===== config.mk =====
export PLATFORM = sky130hd
export DESIGN_NAME = alu_arbiter
export DESIGN_NICKNAME = d
export VERILOG_FILES = /design/src/rtl/alu_arbiter.sv
export SDC_FILE = /design/constraint.sdc
export NUM_CORES = 1
export LEC_CHECK = 0
export ABC_AREA = 1
export BUFFER_PORTS_ARGS = -buffer_cell sky130_fd_sc_hd__buf_2
export CAP_MARGIN = 10
export CORE_MARGIN = 2
export CORE_UTILIZATION = 67
export CTS_CLUSTER_DIAMETER = 60
export CTS_CLUSTER_SIZE = 28
export DETAILED_ROUTE_END_ITERATION = 6
export PLACE_DENSITY_LB_ADDON = 0.1
export SYNTH_ARGS = -nofsm -noshare
export SYNTH_HDL_FRONTEND = slang
export SYNTH_SLANG_ARGS = --single-unit

===== constraint.sdc =====
create_clock -name clk -period 20.1 [get_ports clk]
set_input_delay 2.01 -clock clk [delete_from_list [all_inputs] [get_ports clk]]
set_output_delay 2.01 -clock clk [all_outputs]
set_load 0.1 [all_outputs]

===== src/rtl/alu_arbiter.sv =====
// alu_arbiter
//   Shares one 8-bit ALU between two requesters. A round-robin arbiter
//   accepts one request at a time in IDLE, the latched operands are
//   evaluated for one cycle in EXEC, and the registered response is held
//   in RESP until the consumer takes it.
//
// Ports
//   clk, rst                      clock, synchronous active-high reset
//   req{0,1}_valid/_ready         request handshakes (ready is combinational)
//   req{0,1}_op/_a/_b             opcode and operands
//   rsp_valid/rsp_ready           response handshake
//   rsp_id                        requester that issued the operation
//   rsp_result/_carry/_zero/_dz   registered ALU result and flags
//   dz_count                      saturating count of delivered div-by-zero
//   busy                          high whenever not IDLE
module alu_arbiter #(
  parameter logic RR_INIT = 1'b0
) (
  input  logic        clk,
  input  logic        rst,
  input  logic        req0_valid,
  output logic        req0_ready,
  input  logic [2:0]  req0_op,
  input  logic [7:0]  req0_a,
  input  logic [7:0]  req0_b,
  input  logic        req1_valid,
  output logic        req1_ready,
  input  logic [2:0]  req1_op,
  input  logic [7:0]  req1_a,
  input  logic [7:0]  req1_b,
  output logic        rsp_valid,
  input  logic        rsp_ready,
  output logic        rsp_id,
  output logic [15:0] rsp_result,
  output logic        rsp_carry,
  output logic        rsp_zero,
  output logic        rsp_dz,
  output logic [7:0]  dz_count,
  output logic        busy
);

  typedef enum logic [1:0] {IDLE, EXEC, RESP} state_e;
  typedef enum logic [2:0] {
    OP_ADD, OP_SUB, OP_MUL, OP_DIV, OP_AND, OP_OR, OP_NOT, OP_XOR
  } op_e;

  state_e      state_q;
  logic        prio_q;        // requester that wins the next tie
  logic        id_q;
  op_e         op_q;
  logic [7:0]  a_q;
  logic [7:0]  b_q;

  logic        rsp_valid_q;
  logic        rsp_id_q;
  logic [15:0] result_q;
  logic        carry_q;
  logic        zero_q;
  logic        dz_q;
  logic [7:0]  dz_count_q;

  logic        grant0;
  logic        grant1;

  logic [8:0]  sum9;
  logic [15:0] prod;
  logic [7:0]  res8;
  logic [15:0] result_d;
  logic        carry_d;
  logic        zero_d;
  logic        dz_d;

  // Grant depends only on the valids, the tie pointer and the state.
  always_comb begin
    grant0 = 1'b0;
    grant1 = 1'b0;
    if (state_q == IDLE) begin
      if (req0_valid && (!req1_valid || !prio_q)) begin
        grant0 = 1'b1;
      end else if (req1_valid) begin
        grant1 = 1'b1;
      end
    end
  end

  always_comb begin
    sum9    = '0;
    res8    = '0;
    carry_d = 1'b0;
    dz_d    = 1'b0;
    prod    = {8'h00, a_q} * {8'h00, b_q};
    case (op_q)
      OP_ADD: begin
        sum9    = {1'b0, a_q} + {1'b0, b_q};
        res8    = sum9[7:0];
        carry_d = sum9[8];
      end
      OP_SUB: begin
        // A + ~B + 1: carry-out set means no borrow
        sum9    = {1'b0, a_q} + {1'b0, ~b_q} + 9'd1;
        res8    = sum9[7:0];
        carry_d = ~sum9[8];
      end
      OP_MUL: res8 = prod[7:0];
      OP_DIV: begin
        if (b_q == '0) begin
          res8 = '1;
          dz_d = 1'b1;
        end else begin
          res8 = a_q / b_q;
        end
      end
      OP_AND: res8 = a_q & b_q;
      OP_OR:  res8 = a_q | b_q;
      OP_NOT: res8 = ~a_q;
      OP_XOR: res8 = a_q ^ b_q;
      default: res8 = '0;
    endcase
    result_d = (op_q == OP_MUL) ? prod : {8'h00, res8};
    zero_d   = (result_d == '0);
  end

  always_ff @(posedge clk) begin
    if (rst) begin
      state_q     <= IDLE;
      prio_q      <= RR_INIT;
      id_q        <= 1'b0;
      op_q        <= OP_ADD;
      a_q         <= '0;
      b_q         <= '0;
      rsp_valid_q <= 1'b0;
      rsp_id_q    <= 1'b0;
      result_q    <= '0;
      carry_q     <= 1'b0;
      zero_q      <= 1'b0;
      dz_q        <= 1'b0;
      dz_count_q  <= '0;
    end else begin
      case (state_q)
        IDLE: begin
          if (grant0 || grant1) begin
            id_q    <= grant1;
            op_q    <= grant1 ? op_e'(req1_op) : op_e'(req0_op);
            a_q     <= grant1 ? req1_a : req0_a;
            b_q     <= grant1 ? req1_b : req0_b;
            prio_q  <= grant0;
            state_q <= EXEC;
          end
        end
        EXEC: begin
          rsp_id_q    <= id_q;
          result_q    <= result_d;
          carry_q     <= carry_d;
          zero_q      <= zero_d;
          dz_q        <= dz_d;
          rsp_valid_q <= 1'b1;
          state_q     <= RESP;
        end
        RESP: begin
          if (rsp_ready) begin
            rsp_valid_q <= 1'b0;
            state_q     <= IDLE;
            if (dz_q && (dz_count_q != '1)) begin
              dz_count_q <= dz_count_q + 8'd1;
            end
          end
        end
        default: state_q <= IDLE;
      endcase
    end
  end

  assign req0_ready = grant0;
  assign req1_ready = grant1;
  assign rsp_valid  = rsp_valid_q;
  assign rsp_id     = rsp_id_q;
  assign rsp_result = result_q;
  assign rsp_carry  = carry_q;
  assign rsp_zero   = zero_q;
  assign rsp_dz     = dz_q;
  assign dz_count   = dz_count_q;
  assign busy       = (state_q != IDLE);

endmodule


# Word-level counts from Yosys, hierarchy flattened
# Index checks and enable logic that the tools add are counted.
[word_totals] out_inout_bits=32 input_bits=43 elab_cells=72 register_bits=52
[op_classes] bitwise_logic=6 mux=19 eq_ne=12 add_sub_neg=4 reduce_logical=16 n_mul=1 n_div=1
[ops] operator="8-bit case mux with 7 select lines" count=1
[ops] operator="8-bit two-way mux" count=3
[ops] operator="8-bit by 8-bit adder with 9-bit output" count=2
[ops] operator="16-bit logical NOT" count=1
[ops] operator="8-bit by 8-bit multiplier with 16-bit output" count=1
[ops] operator="16-bit two-way mux" count=1
[ops] operator="8-bit inverter" count=2
[ops] operator="3-bit equality test, second input constant" count=4
[ops] operator="9-bit by 1-bit adder with 9-bit output, second input constant" count=1
[ops] operator="8-bit by 1-bit adder with 8-bit output, second input constant" count=1
[ops] operator="8-bit bitwise AND" count=1
[ops] operator="8-bit by 8-bit divider with 8-bit output" count=1
[ops] operator="8-bit logical NOT" count=1
[ops] operator="1-bit two-way mux" count=8
[ops] operator="8-bit inequality test, second input constant" count=1
[ops] operator="8-bit OR" count=1
[ops] operator="8-bit bitwise XOR" count=1
[ops] operator="3-bit by 2-bit equality test with 1-bit output, second input constant" count=2
[ops] operator="2-bit case mux with 3 select lines" count=1
[ops] operator="2-bit AND reduction" count=3
[ops] operator="2-bit two-way mux" count=2
[ops] operator="1-bit case mux with 2 select lines" count=2
[ops] operator="2-bit nonzero test" count=2
[ops] operator="3-bit by 1-bit equality test with 1-bit output, second input constant" count=1
[ops] operator="other kinds (12)" count=15

# Logic depth before layout (Yosys ltp)
# Gate-level depths: netlist of the first run.
[depth] ltp_word=8 ltp_mapped=78 ltp_nobuf=76

# Worst setup path before layout of the first run
# No wires, ideal clock.
[synth_timing] path_kind="flip-flop to flip-flop" start="register b_q[0]" end="register zero_q, in the netlist rsp_zero" setup_time_ns=0.067 path_buffers=1 synth_period_minus_slack_ns=8.760 t_arrival_ns=8.693 path_slack_ns=11.340 path_stages_with_launch=70 t_required_ns=20.033 cell_sequence="dfxtp_1 inv_1 ha_1 o211ai_1 nor2_2 nand2_1 o21ai_0 ha_1 inv_1 o21bai_1 nand3_2 or2_1 nand2_1 inv_1 ha_1 inv_2 nor2_1 nand2_1 [... 34 more ...] nor3_1 nand2_1 nand3_2 inv_1 buf_2 nand3_1 nand2_1 ha_1 a21o_1 nor2_1 nand4_1 nand2_1 nand3_1 nand2_1 nand3_1 nor2_1 nand3_1 a21oi_2"
[synth_between] elab_chain_cells=6 elab_cells_between_ends=14 classes_between="3 x add/sub; 1 x mul; 1 x div; 3 x mux; 4 x bitwise; 2 x reduce/logical"
[synth_lines] element="start, declared" line_no="52" source="logic [7:0] b_q;"
[synth_lines] element="start signal, assigned" line_no="145" source="b_q <= grant1 ? req1_b : req0_b;"
[synth_lines] element="branches (longest 4 deep; another with 8-bit by 8-bit divider with 8-bit output)"
[synth_lines] element="16-bit two-way mux *" line_no="119" source="result_d = (op_q == OP_MUL) ? prod : {8'h00, res8};"
[synth_lines] element="16-bit logical NOT *" line_no="120" source="zero_d = (result_d == '0);"
[synth_lines] element="end signal, assigned" line_no="154" source="zero_q <= zero_d;"
[synth_lines] element="end, declared" line_no="58" source="logic zero_q;"
# Every way passes the cells marked *.
# A chain may end at the register's enable or synchronous reset.

# Worst setup path after layout of the first run
# Same ends and word-level chain as after synthesis.

==> results of run 1 <==
-- kinds of logic after synthesis --
family,after synthesis
buf+inv,244
flops,52
compound gates,175
simple gates,496
fa+ha+maj,139
xor+xnor,21
-- metrics by stage --
stage | hold WS (ps) | setup slack (ps) | instances
after floorplan | 436.8 | 11340 | 1127
after global placement | 456.8 | 10580 | 1301
after detailed placement | 467.9 | 10130 | 1301
after CTS | 478.2 | 10100 | 1309
after global routing | 499.4 | 8890 | 1309
final | 476.5 | 9955 | 1309
-- per-layer routing --
layer | track usage (%) | part of all wire (%)
met3 | 6.408 | 9.9
met2 | 57.62 | 43
met4 | 16.96 | 4.3
met1 | 46.39 | 42
met5 | 0 | 0
-- critical path: cells and delay by family, from the launching register on --
kind,cells,cell delay (ps)
AO/OA/AOI/OAI,13,2230
XOR/XNOR,1,160
adder cells (fa/ha/maj),8,2460
buffers and inverters,8,930
flip-flops,1,610
AND/OR/NAND/NOR,36,3680
-- worst min-delay path by stage --
stage,cells after the start,end,start,slack (ps)
floorplan,2,id_q,id_q,440
global placement,2,id_q,id_q,460
detailed placement,2,id_q,id_q,470
CTS,2,id_q,id_q,480
global route,2,prio_q,prio_q,500
finish,2,id_q,id_q,480
-- registers in the layout, indices dropped and copies added, names as in the netlist, 2 cells and up --
name,flops
a_q,8
b_q,8
dz_count,8
op_q,3
rsp_result,16
state_q,2
-- placed cells by master, fill, tap and decap left out, drive strengths merged, types with 2 or more instances in the layout --
cell type    n
nand2      269
inv        200
nor2       114
ha         101
buf         76
o21ai       76
nand3       73
dfxtp       52
a21oi       47
fa          38
a221oi      19
nand4       15
xor2        14
nor3        10
o211ai       9
o21bai       8
xnor2        7
clkbuf       6
o21a         4
o22ai        4
or2          4
nand3b       3
and2         3
a31oi        3
clkinv       3
and3         2
-- cell type report --
class	instances	area (um2)	area share [%]
clock buffer	6	128.9	1.605
clock inverter	2	16.27	0.2025
inverter	202	764.5	9.519
multi-input combinational	831	5520	68.73
sequential	52	1041	12.96
tap	140	175.2	2.181
timing repair buffer	76	385.4	4.798
-- power groups by stage --
stage	Clock, mW	Combinational, mW	Sequential, mW
finish	0.0839	1.27	0.145
global route	0.0886	1.44	0.146
CTS	0.0849	1.25	0.143
detailed placement	0	1.24	0.145
global placement	0	1.21	0.145
floorplan	0	1.01	0.159
==> flow_summary.yaml, run 1 <==
outcome:
  status: "complete, no violations"
global_route:
  grt_max_degree: 45
  antenna_found_initial: 0
  grt_overflow: 0
  track_usage_pct: 35.76
  grt_pass1_wl_um: 33600
  grt_pass1_vias: 7046
pwr:
  pwr-share-clk_pct: 5.6
  pwr-share-comb_pct: 84.8
  power_mw: 1.501
  power_density_mw_per_mm2: 186.9
  ir_worst_vdd_mv: 0.3724
  p_leak_nw: 4.482
  seq_power_share_pct: 9.6
  intPower_mw: 0.6454
  p_sw_mw: 0.8556
  p_sw_share_pct: 57.00
logic_synthesis:
  synth_xor_area_share_pct: 2.436
  synth_top_family_by_area: "simple AND/OR/NAND/NOR gates"
  synthMuxAreaShare_pct: 0
  synth_flop_cell: "dfxtp_1"
  yosys-top-cells-count: "259 x nand2_1, 183 x inv_1, 104 x nor2_1, 101 x ha_1, 61 x nand3_1"
  netlist_area_mm2: 0.007551
  yosysWarnings: 0
  yosysSeqAreaShare_pct: 13.79
  syn_nets: 1309
  synth_area_leaders: "ha_1 17%, dfxtp_1 14%, nand2_1 13%"
  synthCells: 1127
  synthAdderAreaFrac_pct: 26.81
  synth.most_common_cell: "nand2_1"
  synth_edf_count: 0
  synth_top_cell_area_share_pct: 16.74
  yosysUniqueCellTypes: 53
  synth_seq_cells: 52
  yosys.area.top_type: "ha_1"
  synthArstFlopShare_pct: 0
  synth-compound-area-share_pct: 14.35
  synth_area_per_cell_um2: 6.700
  yosys.area_share.simple_pct: 29.51
detailed_routing:
  drt_iter0_drc: 592
  ant_nets: 0
  totalWireLength_um: 20830
  wl_per_cell_um: 15.91
  vias: 7428
  vias_per_cell: 5.675
  drc: 0
  first_pass_iters: 5
clock_tree:
  clock_sinks: 52
  path_clk_slew_ps: 70
  clock_latency_ps: 300
  hold_buffers: 0
  clock_path_buffers: 2
  cts_tree: "built"
  cts_root_buf: "clkbuf_16"
  post_cts_buffers: 0
  cts_buffers: 5
  cts_resized: 0
  htree_num_levels: 2
timing:
  finalSetupViolCount: 0
  drv_slew: 0
  max_freq_mhz: 98.57
  clock_skew_ps: 12.12
  rsz0062_at_grt: "no"
  fin_setup_tns_ps: 0
  final-hold-violation-count: 0
  worst_pin_slew_ps: 1128
  layout_min_cycle_time_ps: 10140
  min_period_over_period_pct: 50.47
  relSlewSlack_pct: 24.53
setup_path:
  r2r-start: "b_q[0]"
  worstSetupPathType: "reg -> reg"
  cpPeakStageDelay_ps: 610
  rr_endpoint: "rsp_zero"
  path_max_fanout: 12
  crit_start: "b_q[0]"
  crit_arrival_ps: 10380
  endpoint: "rsp_zero"
  endpoint_kind: "flop"
  r2r_cells: 66
  crit_slowest_cell: "dfxtp_1"
  crit_required_ps: 20330
  crit_path_frequent_cell: "nand2_1"
  start_kind: "flop"
  ff2ff_setup_slack_ps: 9960
final_layout:
  drive_gt1_share_pct: 13.00
  stdcell_area_mm2: 0.008031
  fill_cells: 942
  num_antenna_cells: 0
  fin_util_pct: 73.44
  final_nets: 1350
  area_growth_pct: 6.363
floorplanning:
  die_h_um: 110.2
  io_pins: 75
  die_w_um: 110.2
  start_util_pct: 69.05
  row_count: 38
  fp.dieArea_mm2: 0.01214
  core_area_mm2: 0.01094
placed_design:
  io_buffers: 74
  gp_congestion: 1.029
  placed_area_mm2: 0.007886
  place_hpwl_um: 16420
job:
  cap_violations: 0
hold_path:
  hp-class: "reg -> reg"
(Power assumes the default switching activity.)
==> run 2: changes to the inputs <==
- ABC_AREA: 1 -> 0
- CORE_UTILIZATION: 67 -> 61
- clock period: 20.1 -> 10.1 ns (I/O delays scaled with it)
==> flow_summary.yaml, run 2 <==
floorplanning:
  die_w_um: 111.7
  fp.dieArea_mm2: 0.01247
  io_pins: 75
  core_area_mm2: 0.01137
  start_util_pct: 62.19
  die_h_um: 111.7
  row_count: 39
logic_synthesis:
  yosys-top-cells-count: "112 x nand2_1, 106 x nor2_1, 101 x ha_1, 84 x inv_1, 56 x a21oi_1"
  synth.most_common_cell: "nand2_1"
  syn_nets: 1100
  synth_area_per_cell_um2: 7.702
  yosysSeqAreaShare_pct: 14.72
  synth_area_leaders: "ha_1 18%, dfxtp_1 15%, fa_1 11%"
  netlist_area_mm2: 0.007071
  yosys.area.top_type: "ha_1"
  synth_flop_cell: "dfxtp_1"
  synth_seq_cells: 52
  yosysWarnings: 0
  synth_top_cell_area_share_pct: 17.87
  yosysUniqueCellTypes: 68
  synthCells: 918
  synth_edf_count: 0
  synthArstFlopShare_pct: 0
setup_path:
  endpoint_kind: "flop"
  start_kind: "flop"
  r2r-start: "b_q[5]"
  ff2ff_setup_slack_ps: -260
  crit_slowest_cell: "a2111oi_4"
  path_max_fanout: 7
  worstSetupPathType: "reg -> reg"
  rr_endpoint: "rsp_zero"
  crit_required_ps: 10310
  r2r_cells: 48
  cpPeakStageDelay_ps: 560
  crit_arrival_ps: 10570
outcome:
  status: "complete, but fails checks"
  violations: "setup timing"
job:
  cap_violations: 0
final_layout:
  area_growth_pct: 21.11
  final_common_cell: "nand2_1"
  stdcell_area_mm2: 0.008563
  num_antenna_cells: 0
  mostFrequentLayoutCells: "112 x nand2_1, 104 x nor2_1, 83 x inv_1, 83 x ha_1, 74 x buf_2"
  largest_register_ff_count: 16
  fin_util_pct: 75.32
  final_nets: 1203
  drive_gt1_share_pct: 22.41
timing:
  finalSetupViolCount: 2
  drv_slew: 0
  min_period_over_period_pct: 102.6
  worst_pin_slew_ps: 976.0
  clock_skew_ps: 8.460
  relSlewSlack_pct: 34.84
  timing.final.ws_setup_ps: -261.5
  rsz0062_at_grt: "yes"
  final-hold-violation-count: 0
  layout_min_cycle_time_ps: 10360
  hold_slack_ps: 452.4
  max_freq_mhz: 96.51
detailed_routing:
  totalWireLength_um: 21960
  first_pass_iters: 6
  vias_per_cell: 6.182
  vias: 7202
  drc: 0
  drt_iter0_drc: 670
  wl_per_cell_um: 18.85
  ant_nets: 0
clock_tree:
  cts_buffers: 5
  htree_num_levels: 2
  path_clk_slew_ps: 70
  clock_latency_ps: 300
  cts_tree: "built"
  cts_root_buf: "clkbuf_16"
  clock_sinks: 52
  clock_path_buffers: 2
hold_path:
  worstHoldEndpoint: "rsp_result[8]"
  worstHoldPathCells: 2
  hold_start: "rsp_result[8]"
  hp-class: "reg -> reg"
global_route:
  grt_pass1_wl_um: 34880
  grt_max_degree: 54
  track_usage_pct: 34.26
  antenna_found_initial: 0
  grt_overflow: 0
  grt_pass1_vias: 7173
placed_design:
  io_buffers: 74
  placed_area_mm2: 0.007840
  place_hpwl_um: 15920
  gp_congestion: 0.9335
  place_ws_ps: -525.9
-- run 2: changes by cell type in the layout (fill, tap and decap cells not counted), sizes merged, moves of 15 or more --
| cell | change |
|---|---|
| a221oi | -18 |
| a311oi | +20 |
| buf | +67 |
| inv | -116 |
| mux2 | +15 |
| nand2 | -157 |
| nand2b | +18 |
| nand3 | -54 |
| nor3 | +23 |
| o21ai | -42 |
-- run 2: cells by family (layout without fill, tap and decap cells) --
family                     count (synthesis)  count (layout)  synth area share (%)
xor gates and xnor gates                  28              28                 3.468
DFF                                       52              52                 14.72
muxes                                     23              23                 3.734
adders and majority gates                139             139                 28.63
and+or+nand+nor                          341             341                 22.33
AOI/OAI and AO/OA                        203             203                 19.89
buffers and inverters                    132             236                 7.220
-- run 2: worst max path at each step --
stage	startpoint	endpoint	slack, ps	cells after the start
floorplan	b_q[5]	rsp_zero	8	40
global placement	b_q[7]	rsp_zero	-60	47
detailed placement	b_q[7]	rsp_zero	-530	47
CTS	b_q[6]	rsp_zero	5	45
global route	b_q[5]	rsp_zero	-600	50
finish	b_q[5]	rsp_zero	-260	48
-- run 2: per-stage QoR --
step           setup TNS, ps  cells
2_1_floorplan              0    918
4_1_cts                    0   1159
6_report              -384.4   1165
3_3_place_gp          -62.94   1135
3_5_place_dp          -858.2   1135
5_1_grt                -1075   1165
-- run 2: repair_timing --
| action | in CTS | in global routing |
|---|---|---|
| hold buffers | 0 | 0 |
| pin swaps | 23 | 32 |
| resized for setup | 26 | 42 |
| endpoints found under the setup margin | 2 | 2 |
| buffers inserted | 16 | 6 |
-- run 2: cell type report --
class	count	area, um2
Clock buffer	6	138.9
Clock inverter	2	38.79
Fill cell	843	2806
Inverter	85	319.1
Multi-Input combinational cell	734	5933
Sequential cell	52	1044
Tap cell	143	178.9
Timing Repair Buffer	143	910.9
-- run 2: routing by layer --
metal	part of all wire [%]	global-route usage (%)	vias up
met5	0	0	-
met4	3.4	12.51	0
met3	7.9	4.899	70
met2	47	58.46	351
met1	42	44.21	3384
li1	-	-	3397
-- run 2: critical path: cells and delay by family (launching register included) --
family | cells | cell delay [ps]
flops | 1 | 320
mux | 4 | 1280
compound gates | 25 | 4820
buf+inv | 5 | 760
simple gates | 7 | 1230
fa+ha+maj | 7 | 1860
Power of run 2 is not shown: default switching activity piles up to over one toggle a cycle in this logic, so the estimate is an artifact.
==> run 3: changes to the inputs <==
- MAX_ROUTING_LAYER: not set -> met4
==> flow_summary.yaml, run 3 (same netlist as run 2, synthesis figures left out) <==
timing:
  layout_min_cycle_time_ps: 10430
  rsz0062_at_grt: "yes"
  drv_slew: 0
  finalSetupViolCount: 2
  final-hold-violation-count: 0
  max_freq_mhz: 95.84
  timing.final.ws_setup_ps: -333.8
  relSlewSlack_pct: 27.80
  hold_slack_ps: 451.8
  min_period_over_period_pct: 103.3
  clock_skew_ps: 5.938
  worst_pin_slew_ps: 1082
global_route:
  antenna_found_initial: 0
  grt_max_degree: 54
  track_usage_pct: 34.65
  grt.busiest_layer: "met2"
  use_met3_pct: 3.484
  met1_usage_pct: 45.15
  grt_use_met2_pct: 55.11
  grt_pass1_vias: 6885
  grt_overflow: 0
  grt_pass1_wl_um: 34260
setup_path:
  cpPeakStageDelay_ps: 550
  crit_slowest_cell: "or4_4"
  crit_arrival_ps: 10670
  worstSetupPathType: "reg -> reg"
  start_kind: "flop"
  path_max_fanout: 7
  crit_required_ps: 10340
  endpoint_kind: "flop"
final_layout:
  drive_gt1_share_pct: 22.28
  mostFrequentLayoutCells: "111 x nand2_1, 103 x nor2_1, 86 x ha_1"
  final_nets: 1209
  largest_register_ff_count: 16
  num_antenna_cells: 0
  area_growth_pct: 21.15
  fin_util_pct: 75.34
  final_cells: 1171
  final_common_cell: "nand2_1"
floorplanning:
  fp.dieArea_mm2: 0.01247
  io_pins: 75
  die_w_um: 111.7
  core_area_mm2: 0.01137
  row_count: 39
  die_h_um: 111.7
  start_util_pct: 62.19
job:
  cap_violations: 0
placed_design:
  dp.cells: 1142
  io_buffers: 74
  gp_congestion: 1.010
  place_hpwl_um: 16030
outcome:
  violations: "setup timing"
  status: "complete, but fails checks"
clock_tree:
  clock_path_buffers: 2
  htree_num_levels: 2
  clock_latency_ps: 300
  cts_root_buf: "clkbuf_16"
  path_clk_slew_ps: 70
  cts_tree: "built"
  clock_sinks: 52
  hold_buffers: 0
  cts_buffers: 5
detailed_routing:
  vias: 7298
  totalWireLength_um: 21730
  first_pass_iters: 5
  vias_per_cell: 6.232
  ant_nets: 0
  wl_per_cell_um: 18.55
  drc: 0
  drt_iter0_drc: 877
hold_path:
  hp-class: "reg -> reg"
==> run 3: cell count changes in the layout (fill, tap and decap cells not counted), moves of 2 or more <==
| cell | previous run | this run |
|---|---|---|
| buf_4 | 63 | 71 |
| ha_2 | 3 | 1 |
| buf_6 | 6 | 4 |
| ha_1 | 83 | 86 |
| a21oi_2 | 7 | 5 |
| a21oi_1 | 49 | 51 |
==> run 3: what timing repair did <==
item,in CTS,in global routing
endpoints found under the hold margin,0,0
buffers inserted,13,8
gates resized for setup,16,45
setup endpoints to repair,2,2
pin swaps,14,34
==> run 3: per-layer routing <==
metal  vias up  routed length [um]
met5         -                   0
met4         0                 875
met3        73                1629
met2       380               10040
met1      3437                9182
li1       3408                   -
==> run 3: worst paths after layout <==
path             startpoint  slack, ps  depth (start not counted)        endpoint
max                  b_q[5]       -330                         46   rsp_result[0]
min          rsp_result[14]        450                          2  rsp_result[14]
min reg2reg  rsp_result[14]        450                          2  rsp_result[14]
max reg2reg          b_q[5]       -330                         46   rsp_result[0]
==> run 3: per-stage QoR <==
| stage | setup TNS [ps] | cell area, um2 | setup slack, ps |
|---|---|---|---|
| global route | -1408 | 8566 | -706.8 |
| finish | -637.7 | 8566 | -333.8 |
| detailed placement | -1321 | 7893 | -721.8 |
| CTS | 0 | 8243 | 16.60 |
| global placement | -208.6 | 7893 | -165.7 |
| floorplan | 0 | 7129 | 8.429 |
==> run 3: cell type report <==
class                      count  area, um2
clock inverter                 2      38.79
timing repair buffer         149      948.4
tap                          143      178.9
clock buffer                   6      128.9
fill                         864       2804
sequential                    52       1042
multi-input combinational    734       5909
inverter                      85      319.1
==> run 3: worst max-delay path: cells and delay by family (launching register included) <==
family | cells | cell delay (ps)
fa+ha+maj | 7 | 1930
mux | 6 | 2060
compound gates | 22 | 4050
buf+inv | 5 | 880
simple gates | 6 | 1120
flops | 1 | 320
Power of run 3 is left out for the same reason.
